<file path="config.mk">
export PLATFORM = sky130hd
export DESIGN_NAME = booth_mult_flat
export DESIGN_NICKNAME = d
export VERILOG_FILES = /design/src/rtl/mult_pkg.sv /design/src/rtl/booth_mult_if.sv /design/src/rtl/booth_step.sv /design/src/rtl/booth_mult.sv /design/src/flat_wrapper.sv
export SDC_FILE = /design/constraint.sdc
export NUM_CORES = 1
export LEC_CHECK = 0
export BUFFER_PORTS_ARGS = -buffer_cell sky130_fd_sc_hd__buf_2
export CAP_MARGIN = 20
export CORE_MARGIN = 4
export CORE_UTILIZATION = 35
export CTS_CLUSTER_SIZE = 24
export DETAILED_ROUTE_END_ITERATION = 6
export GPL_ROUTABILITY_DRIVEN = 0
export PLACE_DENSITY = 0.51
export SYNTH_ARGS = -nofsm -noshare
export SYNTH_HDL_FRONTEND = slang
export SYNTH_SLANG_ARGS = --single-unit
</file>
<file path="constraint.sdc">
create_clock -name clock -period 10.85 [get_ports clock]
set_input_delay 0.5425 -clock clock [delete_from_list [all_inputs] [get_ports clock]]
set_output_delay 0.5425 -clock clock [all_outputs]
set_load 0.05 [all_outputs]
</file>
<file path="src/rtl/mult_pkg.sv">
// Shared definitions for the multiply unit.
// Holds the FSM state encoding, the default operand width and a helper that
// sizes the step counter for a given operand width.
package mult_pkg;

    typedef enum logic [1:0] {
        IDLE = 2'd0,
        RUN  = 2'd1,
        DONE = 2'd2
    } state_t;

    localparam int unsigned DEFAULT_WIDTH   = 32;
    localparam int unsigned DEFAULT_COUNT_W = $clog2(DEFAULT_WIDTH) + 1;

    // Counter must hold the value WIDTH itself, hence the extra bit.
    function automatic int unsigned count_width(input int unsigned width);
        return $clog2(width) + 1;
    endfunction

endpackage

</file>
<file path="src/rtl/booth_mult_if.sv">
// Operand/result bundle between the control unit and the multiplier.
// master: control unit (drives operands and the level-held MultCtrl request)
// slave : multiplier   (returns MultDone and the HI/LO product halves)
interface booth_mult_if #(
    parameter int unsigned WIDTH = mult_pkg::DEFAULT_WIDTH
);

    logic [WIDTH-1:0] RegAOut;
    logic [WIDTH-1:0] RegBOut;
    logic             MultCtrl;
    logic             MultDone;
    logic [WIDTH-1:0] MultHIOut;
    logic [WIDTH-1:0] MultLOOut;

    modport master (
        output RegAOut,
        output RegBOut,
        output MultCtrl,
        input  MultDone,
        input  MultHIOut,
        input  MultLOOut
    );

    modport slave (
        input  RegAOut,
        input  RegBOut,
        input  MultCtrl,
        output MultDone,
        output MultHIOut,
        output MultLOOut
    );

endinterface

</file>
<file path="src/rtl/booth_step.sv">
// One radix-2 Booth step: conditional add/subtract of the multiplicand into
// the accumulator, then arithmetic shift right of {acc, q, q_1} by one.
// Ports:
//   acc/q/q_1           current partial state (acc is WIDTH+1 bits)
//   m                   sign-extended multiplicand (WIDTH+1 bits)
//   acc_next/q_next/q_1_next  state after the step
module booth_step #(
    parameter int unsigned WIDTH = 32
) (
    input  logic [WIDTH:0]   acc,
    input  logic [WIDTH-1:0] q,
    input  logic             q_1,
    input  logic [WIDTH:0]   m,
    output logic [WIDTH:0]   acc_next,
    output logic [WIDTH-1:0] q_next,
    output logic             q_1_next
);

    logic [WIDTH:0] sum;

    // Booth recoding of the current multiplier bit pair.
    always_comb begin
        sum = acc;
        case ({q[0], q_1})
            2'b01:   sum = acc + m;
            2'b10:   sum = acc - m;
            default: sum = acc;
        endcase
    end

    // Arithmetic shift: acc sign bit replicated, acc LSB falls into q.
    assign acc_next = {sum[WIDTH], sum[WIDTH:1]};
    assign q_next   = {sum[0], q[WIDTH-1:1]};
    assign q_1_next = q[0];

endmodule

</file>
<file path="src/rtl/booth_mult.sv">
// Signed WIDTH x WIDTH radix-2 Booth multiplier, one step per clock.
// A level-held MultCtrl starts an operation and must stay high until
// MultDone is seen; dropping it mid-run aborts. HI/LO hold the last
// completed product until the next completion or reset.
// Ports:
//   clock  rising-edge clock
//   reset  synchronous active-high reset
//   bus    booth_mult_if slave: operands, MultCtrl in; MultDone, HI, LO out
module booth_mult
    import mult_pkg::*;
#(
    parameter int unsigned WIDTH = DEFAULT_WIDTH
) (
    input  logic         clock,
    input  logic         reset,
    booth_mult_if.slave  bus
);

    localparam int unsigned COUNT_W = count_width(WIDTH);
    localparam int unsigned ACC_W   = WIDTH + 1;

    state_t             state, state_d;
    logic [ACC_W-1:0]   acc, acc_d;
    logic [ACC_W-1:0]   m_reg, m_reg_d;
    logic [WIDTH-1:0]   q, q_d;
    logic               q_1, q_1_d;
    logic [COUNT_W-1:0] count, count_d;
    logic               done, done_d;
    logic [WIDTH-1:0]   hi, hi_d;
    logic [WIDTH-1:0]   lo, lo_d;

    logic [ACC_W-1:0]   step_acc;
    logic [WIDTH-1:0]   step_q;
    logic               step_q_1;

    booth_step #(
        .WIDTH (WIDTH)
    ) u_step (
        .acc      (acc),
        .q        (q),
        .q_1      (q_1),
        .m        (m_reg),
        .acc_next (step_acc),
        .q_next   (step_q),
        .q_1_next (step_q_1)
    );

    // State and datapath registers.
    always_ff @(posedge clock) begin
        if (reset) begin
            state <= IDLE;
            acc   <= '0;
            m_reg <= '0;
            q     <= '0;
            q_1   <= 1'b0;
            count <= '0;
            done  <= 1'b0;
            hi    <= '0;
            lo    <= '0;
        end else begin
            state <= state_d;
            acc   <= acc_d;
            m_reg <= m_reg_d;
            q     <= q_d;
            q_1   <= q_1_d;
            count <= count_d;
            done  <= done_d;
            hi    <= hi_d;
            lo    <= lo_d;
        end
    end

    // Next-state and datapath control.
    always_comb begin
        state_d = state;
        acc_d   = acc;
        m_reg_d = m_reg;
        q_d     = q;
        q_1_d   = q_1;
        count_d = count;
        done_d  = done;
        hi_d    = hi;
        lo_d    = lo;

        case (state)
            IDLE: begin
                done_d = 1'b0;
                if (bus.MultCtrl) begin
                    m_reg_d = {bus.RegAOut[WIDTH-1], bus.RegAOut};
                    q_d     = bus.RegBOut;
                    q_1_d   = 1'b0;
                    acc_d   = '0;
                    count_d = COUNT_W'(WIDTH);
                    state_d = RUN;
                end
            end

            RUN: begin
                if (!bus.MultCtrl) begin
                    // Abort: partial product discarded, outputs untouched.
                    state_d = IDLE;
                end else begin
                    acc_d   = step_acc;
                    q_d     = step_q;
                    q_1_d   = step_q_1;
                    count_d = count - COUNT_W'(1);
                    if (count == COUNT_W'(1)) begin
                        // Final step: product is {acc[WIDTH-1:0], q} after the shift.
                        hi_d    = step_acc[WIDTH-1:0];
                        lo_d    = step_q;
                        done_d  = 1'b1;
                        state_d = DONE;
                    end
                end
            end

            DONE: begin
                if (!bus.MultCtrl) begin
                    done_d  = 1'b0;
                    state_d = IDLE;
                end
            end

            default: begin
                done_d  = 1'b0;
                state_d = IDLE;
            end
        endcase
    end

    assign bus.MultDone  = done;
    assign bus.MultHIOut = hi;
    assign bus.MultLOOut = lo;

endmodule

</file>
<file path="src/flat_wrapper.sv">
// flat-port wrapper written by rule: the top's interface ports become plain ports
module booth_mult_flat import mult_pkg::*;
#(
    parameter int unsigned WIDTH = DEFAULT_WIDTH
)
  (clock, reset, bus_RegAOut, bus_RegBOut, bus_MultCtrl, bus_MultDone, bus_MultHIOut, bus_MultLOOut);
  booth_mult_if #(.WIDTH(WIDTH)) bus_i ();
  input  logic clock;
  input  logic reset;
  input wire logic [$bits(bus_i.RegAOut)-1:0] bus_RegAOut;
  input wire logic [$bits(bus_i.RegBOut)-1:0] bus_RegBOut;
  input wire logic [$bits(bus_i.MultCtrl)-1:0] bus_MultCtrl;
  output wire logic [$bits(bus_i.MultDone)-1:0] bus_MultDone;
  output wire logic [$bits(bus_i.MultHIOut)-1:0] bus_MultHIOut;
  output wire logic [$bits(bus_i.MultLOOut)-1:0] bus_MultLOOut;
  assign bus_i.RegAOut = bus_RegAOut;
  assign bus_i.RegBOut = bus_RegBOut;
  assign bus_i.MultCtrl = bus_MultCtrl;
  assign bus_MultDone = bus_i.MultDone;
  assign bus_MultHIOut = bus_i.MultHIOut;
  assign bus_MultLOOut = bus_i.MultLOOut;
  booth_mult #(.WIDTH(WIDTH)) u_core (.clock(clock), .reset(reset), .bus(bus_i));
endmodule
</file>
==> results of run 1 <==
[worst min-delay path by stage]
stage	startpoint	to	slack, ns	cells past startpoint
after floorplan	u_core.q_1$_SDFFE_PP0P_	u_core.q_1$_SDFFE_PP0P_	0.43	2
after global placement	u_core.bus.MultLOOut[31]$_SDFFE_PP0P_	u_core.bus.MultLOOut[31]$_SDFFE_PP0P_	0.44	2
after detailed placement	u_core.bus.MultLOOut[23]$_SDFFE_PP0P_	u_core.bus.MultLOOut[23]$_SDFFE_PP0P_	0.44	2
after CTS	bus_RegAOut[25]	u_core.m_reg[25]$_SDFFE_PP0P_	0.32	3
after global routing	bus_RegAOut[20]	u_core.m_reg[20]$_SDFFE_PP0P_	0.34	3
final	bus_RegAOut[25]	u_core.m_reg[25]$_SDFFE_PP0P_	0.34	3
[cell type report]
cell class                 count  area, um2  area share (%)
clock buffer                  17      425.4           4.059
tap                          330      412.9           3.939
timing repair buffer         142      744.5           7.103
clock inverter                15      175.2           1.671
sequential                   170       3405           32.48
multi-input combinational    865       5240           49.99
inverter                      21      78.83          0.7521
[cell families (layout without fill, tap and decap cells)]
family	Yosys count	in the layout
AOI/OAI and AO/OA	311	311
adders and majority gates	37	37
muxes	44	44
xor gates and xnor gates	60	60
buffers and inverters	95	195
DFF	170	170
and+or+nand+nor	413	413
[cells in the final DEF, fill, tap and decap left out, drive strengths merged, types with 11 or more instances in the layout]
| master | netlist | routed |
|---|---|---|
| nand2 | 194 | 194 |
| dfxtp | 170 | 170 |
| buf | 17 | 142 |
| a21oi | 130 | 130 |
| nor2 | 125 | 125 |
| a211oi | 53 | 53 |
| xnor2 | 49 | 49 |
| o21ai | 44 | 44 |
| mux2i | 42 | 42 |
| ha | 36 | 36 |
| inv | 21 | 28 |
| nor3 | 23 | 23 |
| a21o | 19 | 19 |
| clkbuf | 57 | 17 |
| nand2b | 12 | 12 |
| xor2 | 11 | 11 |
| a22oi | 11 | 11 |
[per-layer routing]
metal  vias to the layer above  wire [um]
met5                         -          0
met4                         0        234
met3                        18       1056
met2                       171      10130
met1                      3556      12880
li1                       4125          -
[cells in the mapped netlist, drive strengths merged, types with 3 or more instances]
library cell / n
a211oi: 53
a21o: 19
a21oi: 130
a22oi: 11
a311oi: 5
a31oi: 7
and2: 6
and3: 10
buf: 17
clkbuf: 57
dfxtp: 170
ha: 36
inv: 21
mux2i: 42
nand2: 194
nand2b: 12
nand3: 10
nand3b: 3
nor2: 125
nor2b: 8
nor3: 23
nor3b: 4
nor4: 7
o211ai: 6
o21a: 7
o21ai: 44
o21bai: 3
o31a: 4
o31ai: 6
or4: 3
xnor2: 49
xor2: 11
[where the power goes]
group	switching, mW	internal (mW)
Sequential	0.0187	0.644
Combinational	0.174	0.112
Clock	0.306	0.312
Total	0.499	1.07
[through the flow]
stage | instances | setup slack (ns) | hold WS, ns | cell area [um2] | total power [mW]
after floorplan | 1130 | 6.727 | 0.4319 | 8995 | 0.8924
after global placement | 1527 | 6.054 | 0.4388 | 9869 | 0.9630
after detailed placement | 1527 | 5.981 | 0.4446 | 9869 | 0.9627
after CTS | 1559 | 5.929 | 0.3160 | 10470 | 1.586
after global routing | 1560 | 5.593 | 0.3400 | 10480 | 1.644
final | 1560 | 5.962 | 0.3379 | 10480 | 1.567
[worst min-delay path: stages]
cell	delay, ns
buf_2	0.09
nand2_1	0.04
a21oi_1	0.05
==> run summary, run 1 <==
Outcome: complete, no violations
Hold Buf Count CTS: 0
CTS tree: built
Levels on crit path: 15
Residual DRC: 0
Distinct cells, synth: 64
Crit path time final: 4.888 ns
Rows: 58
Leakage: 4.223 nW
Crit. Startpoint: u_core.m_reg[2]$_SDFFE_PP0P_
Final Setup Violations: 0
Largest family of logic cells by synthesized area: compound AO/OA/AOI/OAI gates
ANT nets after route: 0
R2R Setup Slk: 5.96 ns
Core Util, Final: 41.50%
Mux cell area share after synthesis: 4.924%
Peak Freq: 204.6 MHz
RR Endpoint: u_core.acc[31]$_SDFFE_PP0P_
Worst path cell trace: or3_1 > nor4_1 > nand2_1 > nor4_1 > a21oi_1 > xnor2_1 > ha_1 > and3_4 > and3_1 > and3_1 > and3_1 > a2111oi_4 > xnor2_1 > or4_1 > nand2_1
Setup Crit Path Kind: reg -> reg
Min-Delay Path Class: in -> reg
Cell type with the highest aggregate area in the netlist: dfxtp_1
Avg Inst Size Synth: 7.960 um2
Synth Area in Simple Gates: 19.99%
Area share of the largest cell type after synthesis: 37.84%
Worst Path Max Fanout: 7
Starting Density: 35.62%
M3 GR Usage: 3.123%
Critical Path End: u_core.acc[31]$_SDFFE_PP0P_
First-pass GRT wire length: 39.43 mm
CTS buffer count: 17
FFs w/ async S/R, synth: 0%
Max Slew Vio Count: 0
Sequential fraction of the synthesis area: 37.84%
Yosys warns: 0
Vias per Instance: 5.045
Synth Area in Adders: 5.230%
IO Pins: 132
Clock Latency Late Sink: 0.44 ns
PortBufs: 131
Initial DRC count: 428
Die Area: 0.02833 mm2
Wirelength per Cell: 15.57 um
Worst setup EP type: flop
WP data required: 11.23 ns
Synth Flop Type: dfxtp_1
Fin crit share: 45.05%
Worst r2r path cells: 15
Yosys reg bits: 170
CP Buf/Inv Count: 0
Hold Vio Cnt, Final: 0
Via count: 7,870
CTS sink count: 170
Drt pass-1 iters: 6
M1 GR Usage: 24.45%
Crit path DAT: 5.27 ns
Gate Count Post-Synth: 1,130
Setup TNS: 0 ns
Post-synth EDFFs: 0
Syn nets: 1,234
Largest cells by area after synthesis: dfxtp_1 (38%), nand2_1 (8.1%), a21oi_1 (7.2%)
Clk slew on worst S/H paths: 0.08 ns
# fillers: 2,601
Fin nets: 1,321
Clock Path Buffers: 2
Xor/xnor share of the synthesized area: 5.842%
Grt ovf: 0
Vias in the first global route: 7,566
Share of cells above drive strength 1: 16.10%
Global Route met2 Usage: 26.07%
Most Used Layer, Global Route: met2
Post-CTS Setup Bufs: 0
RR Startpoint: u_core.m_reg[2]$_SDFFE_PP0P_
Max_cap viols: 0
Initial antenna violation count: 0
Die height: 168.3 um
Pwr dens: 149.5 mW/mm2
Root Buffer Master: clkbuf_16
Unrepaired setup endpoints after global routing: no
VDD IR max: 83.35 uV
DRT Wirelength: 24.30 mm
GRT Total Usage: 16.87%
Synth Area in Compound Gates: 22.12%
Critical path's most frequent cell: and3_1
Largest net degree at the start of global routing: 84
H-tree lvl count: 4
Startpoint Class: flop
Area Growth Syn to Fin: 16.53%
Delay-heaviest family, CP: simple AND/OR/NAND/NOR gates
Max_slew headroom: 31.84%
Worst Tran Pin Value: 1.009 ns
CTS resizes: 0
HPWL after DPL: 16.91 mm
Chip width: 168.3 um
Crit-path slowest cell: nor4_1
Diodes inserted: 0
Final Skew: 0.01349 ns
CORE AREA: 0.02525 mm2
Worst stage delay on the critical path: 0.66 ns
Post-Syn Area: 0.008995 mm2
(Power assumes the default switching activity.)
==> inputs of run 2 (changes only) <==
clock period = 5.1 ns   (was 10.85 ns; I/O delays follow)
==> run summary, run 2 (synthesis results as in run 1) <==
Outcome: complete, no violations
Post-CTS Setup Bufs: 0
Vias in the first global route: 7,522
Clock Path Buffers: 2
Vias per Instance: 5.012
Setup ws final: 0.5065 ns
DRT Wirelength: 24.10 mm
IO Pins: 132
Worst path cell trace: or3_1 > nor4_1 > nand2_1 > nor4_1 > buf_4 > a21oi_1 > xnor2_1 > ha_1 > and3_4 > and3_1 > and3_1 > and3_1 > a2111oi_4 > xnor2_1 > or4_1 > nand2_1
RR Endpoint: u_core.acc[31]$_SDFFE_PP0P_
Max_cap viols: 0
Tot Pwr: 3.315 mW
Min-delay src: bus_RegAOut[30]
CP Buf/Inv Count: 1
Hold WS: 0.05401 ns
Peak Freq: 217.7 MHz
CTS buffer count: 17
Hold path cells: 3
Fin nets: 1,323
Crit path DAT: 4.97 ns
Worst setup EP type: flop
CTS sink count: 170
Max_slew headroom: 32.86%
Worst Path Max Fanout: 7
Die height: 168.3 um
Worst stage delay on the critical path: 0.55 ns
Clk slew on worst S/H paths: 0.07 ns
H-tree lvl count: 4
Diodes inserted: 0
Area Growth Syn to Fin: 16.37%
Startpoint Class: flop
WP data required: 5.48 ns
Worst Tran Pin Value: 1.007 ns
Setup WS pre-CTS: 0.4886 ns
R2R Setup Slk: 0.51 ns
Hold Vio Cnt, Final: 0
Dpl cells: 1,530
Share of cells above drive strength 1: 16.23%
Post-placement cell area: 0.009892 mm2
Core Util, Final: 41.45%
Clock Latency Late Sink: 0.43 ns
Initial antenna violation count: 0
Pwr dens: 316.7 mW/mm2
Worst r2r path cells: 16
VDD IR max: 183.3 uV
First-pass GRT wire length: 40.02 mm
Initial DRC count: 414
CORE AREA: 0.02525 mm2
Chip width: 168.3 um
HPWL after DPL: 17.26 mm
Setup Crit Path Kind: reg -> reg
RR Startpoint: u_core.m_reg[2]$_SDFFE_PP0P_
Most frequent cells in the layout: nand2_1 (193), dfxtp_1 (169), buf_2 (130), a21oi_1 (129), nor2_1 (123)
Delay-heaviest family, CP: simple AND/OR/NAND/NOR gates
Largest net degree at the start of global routing: 96
GRT Total Usage: 17.06%
Wirelength per Cell: 15.43 um
Drt pass-1 iters: 7
# fillers: 2,659
Starting Density: 35.62%
Cell area after layout: 0.01047 mm2
Crit path time final: 4.594 ns
Root Buffer Master: clkbuf_16
Rows: 58
Max Slew Vio Count: 0
CTS resizes: 0
Crit-path slowest cell: nor4_1
Final std cells w/o fill: 1,562
Fin crit share: 90.07%
Commonest non-fill, non-tap cell in the layout: nand2_1
Die Area: 0.02833 mm2
Critical path's most frequent cell: and3_1
PortBufs: 131
Leakage: 4.224 nW
Unrepaired setup endpoints after global routing: no
Hold Buf Count CTS: 0
Setup TNS: 0 ns
CTS tree: built
Grt ovf: 0
Via count: 7,829
Residual DRC: 0
Worst hold endpoint: u_core.m_reg[30]$_SDFFE_PP0P_
ANT nets after route: 0
Final Skew: 0.009987 ns
Min-Delay Path Class: in -> reg
Final Setup Violations: 0
==> run 2: changes by cell type in the layout (fill, tap and decap cells not counted), sizes merged <==
cell	change
buf	+2
inv	+2
clkinvlp	+1
clkinv	-3
==> run 2: routing by layer <==
layer	track usage (%)	vias up	routed length (um)
li1	-	4138	-
met1	25.28	3522	12710
met2	25.73	154	10160
met3	3.123	15	999
met4	3.952	0	225
met5	0	-	0
==> run 2: where the power goes <==
part	switching (mW)	total, mW	internal (mW)	leakage (nW)
sequential	0.0396	1.41	1.37	1.38
clock	0.640	1.30	0.655	0.280
combinational	0.369	0.610	0.241	2.56
==> run 2: layout make-up <==
type	instances	area, um2	share of cell area, %
flip-flops and latches	170	3405	32.52
well taps	330	412.9	3.945
inverters	21	78.83	0.7531
clock inverters	15	150.1	1.434
clock buffers	17	425.4	4.064
multi-input cells	865	5240	50.06
repair buffers	144	755.7	7.220
==> run 2: worst max-delay path by stage <==
stage | start | endpoint | cells after the start
6_report | u_core.m_reg[2]$_SDFFE_PP0P_ | u_core.acc[31]$_SDFFE_PP0P_ | 16
4_1_cts | u_core.m_reg[2]$_SDFFE_PP0P_ | u_core.acc[31]$_SDFFE_PP0P_ | 17
3_5_place_dp | u_core.m_reg[2]$_SDFFE_PP0P_ | u_core.acc[31]$_SDFFE_PP0P_ | 17
2_1_floorplan | u_core.m_reg[2]$_SDFFE_PP0P_ | u_core.acc[31]$_SDFFE_PP0P_ | 15
5_1_grt | u_core.m_reg[2]$_SDFFE_PP0P_ | u_core.bus.MultHIOut[27]$_SDFFE_PP0P_ | 15
3_3_place_gp | u_core.m_reg[2]$_SDFFE_PP0P_ | u_core.acc[31]$_SDFFE_PP0P_ | 17
==> run 2: worst reg2reg max path, stage by stage, from the launching register on <==
cell	delay, ns
dfxtp_1	0.35
or3_1	0.43
nor4_1	0.55
nand2_1	0.20
nor4_1	0.39
buf_4	0.19
a21oi_1	0.07
xnor2_1	0.14
ha_1	0.38
and3_4	0.22
and3_1	0.20
and3_1	0.21
and3_1	0.20
a2111oi_4	0.37
xnor2_1	0.16
or4_1	0.41
nand2_1	0.07
==> inputs of run 3 (changes only) <==
SLEW_MARGIN = 10   (was unset)
SYNTH_HIERARCHICAL = 1   (was unset)
==> run summary, run 3 <==
Outcome: complete, no violations
Largest net degree at the start of global routing: 108
Post-Syn Area: 0.01021 mm2
Worst stage delay on the critical path: 0.55 ns
Worst path cell trace: or4_4 > or4_4 > nor2_1 > and2_1 > a21oi_1 > xnor2_1 > ha_1 > nand4_1 > or3_1 > a211oi_1 > nor3_1 > o31ai_1 > a22oi_1 > nor2_1
Setup Crit Path Kind: reg -> reg
Chip width: 178.8 um
FFs w/ async S/R, synth: 0%
Most frequent cells in the layout: nand2_1 (194), dfxtp_1 (171), nand2b_1 (133), buf_2 (130), nor2_1 (114)
HPWL after DPL: 19.05 mm
Startpoint Class: flop
Root Buffer Master: clkbuf_16
WP data required: 5.46 ns
Residual DRC: 0
Rows: 62
DRT Wirelength: 26.64 mm
Via count: 8,678
First-pass GRT wire length: 42.61 mm
Setup TNS: 0 ns
Core Util, Final: 39.49%
Max_slew headroom: 43.93%
Sequential fraction of the synthesis area: 33.51%
Max Slew Vio Count: 0
Yosys reg bits: 171
Crit-path slowest cell: or4_4
Diodes inserted: 0
Max_cap viols: 0
Die height: 178.8 um
Peak Freq: 218.2 MHz
Crit path DAT: 4.94 ns
Pwr dens: 299.2 mW/mm2
Die Area: 0.03198 mm2
Fin nets: 1,420
Gate Count Post-Synth: 1,271
Hold Buf Count CTS: 0
Yosys warns: 6
Commonest non-fill, non-tap cell in the layout: nand2_1
Vias per Instance: 5.066
Area share of the largest cell type after synthesis: 33.51%
Grt ovf: 0
Share of cells above drive strength 1: 14.52%
Biggest register: u_core/acc
Final Setup Violations: 0
Drt pass-1 iters: 5
Worst Tran Pin Value: 0.8411 ns
Leakage: 4.402 nW
GRT Total Usage: 16.32%
CTS sink count: 171
Post-synth EDFFs: 0
Distinct cells, synth: 65
Clock Path Buffers: 2
Worst Path Max Fanout: 8
PortBufs: 131
Area Growth Syn to Fin: 11.26%
Count leader, synth: nand2_1
Unrepaired setup endpoints after global routing: no
CTS buffer count: 17
Initial antenna violation count: 0
Hold Vio Cnt, Final: 0
Synth Flop Type: dfxtp_1
Clk slew on worst S/H paths: 0.08 ns
H-tree lvl count: 4
Largest cells by area after synthesis: dfxtp_1 (34%), nand2b_1 (8.1%), nand2_1 (7.1%)
Worst setup EP type: flop
Final Skew: 0.01617 ns
Fin crit share: 89.88%
Initial DRC count: 677
Avg Inst Size Synth: 8.037 um2
VDD IR max: 204.3 uV
Vias in the first global route: 7,997
Synth top cells by count: nand2_1 (194), dfxtp_1 (171), nand2b_1 (133)
Min-Delay Path Class: in -> reg
Starting Density: 35.49%
Cell type with the highest aggregate area in the netlist: dfxtp_1
Crit path time final: 4.584 ns
CTS tree: built
Syn nets: 1,375
IO Pins: 132
Number of flip-flops in the largest register: 33
Wirelength per Cell: 15.55 um
CORE AREA: 0.02878 mm2
ANT nets after route: 0
Clock Latency Late Sink: 0.44 ns
==> run 3: critical path, delay by kind of cell, from the launching register on <==
family / cells / cell delay, ns
simple gates: 8 / 2.40
fa+ha+maj: 1 / 0.44
xor+xnor: 1 / 0.14
compound gates: 4 / 1.17
flops: 1 / 0.36
==> run 3: repair_timing <==
action	CTS	global route
endpoints found under the setup margin	0	2
buffers inserted	0	0
resized for setup	0	1
==> run 3: cells by family (layout without fill, tap and decap cells) <==
logic type / Yosys count / in the layout / synth area share, %
DFF: 171 / 171 / 33.51
buffers and inverters: 144 / 202 / 8.121
xor gates and xnor gates: 53 / 53 / 4.544
muxes: 71 / 71 / 6.994
adders and majority gates: 37 / 37 / 4.606
and+or+nand+nor: 523 / 523 / 24.73
AOI/OAI and AO/OA: 272 / 272 / 17.49
==> run 3: where the power goes <==
group | internal, mW | total, mW | switching, mW | leakage (nW)
logic | 0.249 | 0.647 | 0.398 | 2.72
registers | 1.38 | 1.42 | 0.0430 | 1.39
clock network | 0.702 | 1.33 | 0.632 | 0.294
==> run 3: stage by stage <==
step | power, mW | std cells | hold slack [ns] | cell area [um2] | setup WS (ns)
after floorplan | 1.949 | 1271 | 0.3910 | 10210 | 0.9638
after global placement | 2.085 | 1680 | 0.4545 | 10740 | 0.5079
after detailed placement | 2.088 | 1680 | 0.4590 | 10740 | 0.4795
after CTS | 3.444 | 1712 | 0.02676 | 11340 | 0.4559
after global routing | 3.581 | 1713 | 0.04255 | 11360 | 0.1612
final | 3.400 | 1713 | 0.05153 | 11360 | 0.5162
==> run 3: path summary, 6_finish.rpt <==
| path | startpoint | endpoint | slack (ns) | depth (start not counted) |
|---|---|---|---|---|
| max | u_core/m_reg[11]$_SDFFE_PP0P_ | u_core/acc[26]$_SDFFE_PP0P_ | 0.52 | 14 |
| min | bus_RegAOut[17] | u_core/m_reg[17]$_SDFFE_PP0P_ | 0.05 | 3 |
| max reg2reg | u_core/m_reg[11]$_SDFFE_PP0P_ | u_core/acc[26]$_SDFFE_PP0P_ | 0.52 | 14 |
| min reg2reg | u_core/bus.MultLOOut[23]$_SDFFE_PP0P_ | u_core/bus.MultLOOut[23]$_SDFFE_PP0P_ | 0.47 | 2 |
==> run 3: routing by layer <==
| metal | up-vias | track usage [%] | routed length [um] |
|---|---|---|---|
| li1 | 4462 | - | - |
| met1 | 4004 | 25.00 | 13990 |
| met3 | 13 | 2.636 | 1292 |
| met2 | 199 | 23.81 | 11110 |
| met4 | 0 | 3.742 | 242 |
| met5 | - | 0 | 0 |
==> run 3: cell type report <==
class                   count  area (um2)
clock buffers              17       425.4
well taps                 384       480.5
flip-flops and latches    171        3423
clock inverters            15       180.2
repair buffers            145       774.5
inverters                  25       93.84
fillers                  3040       17420
multi-input cells         956        5987
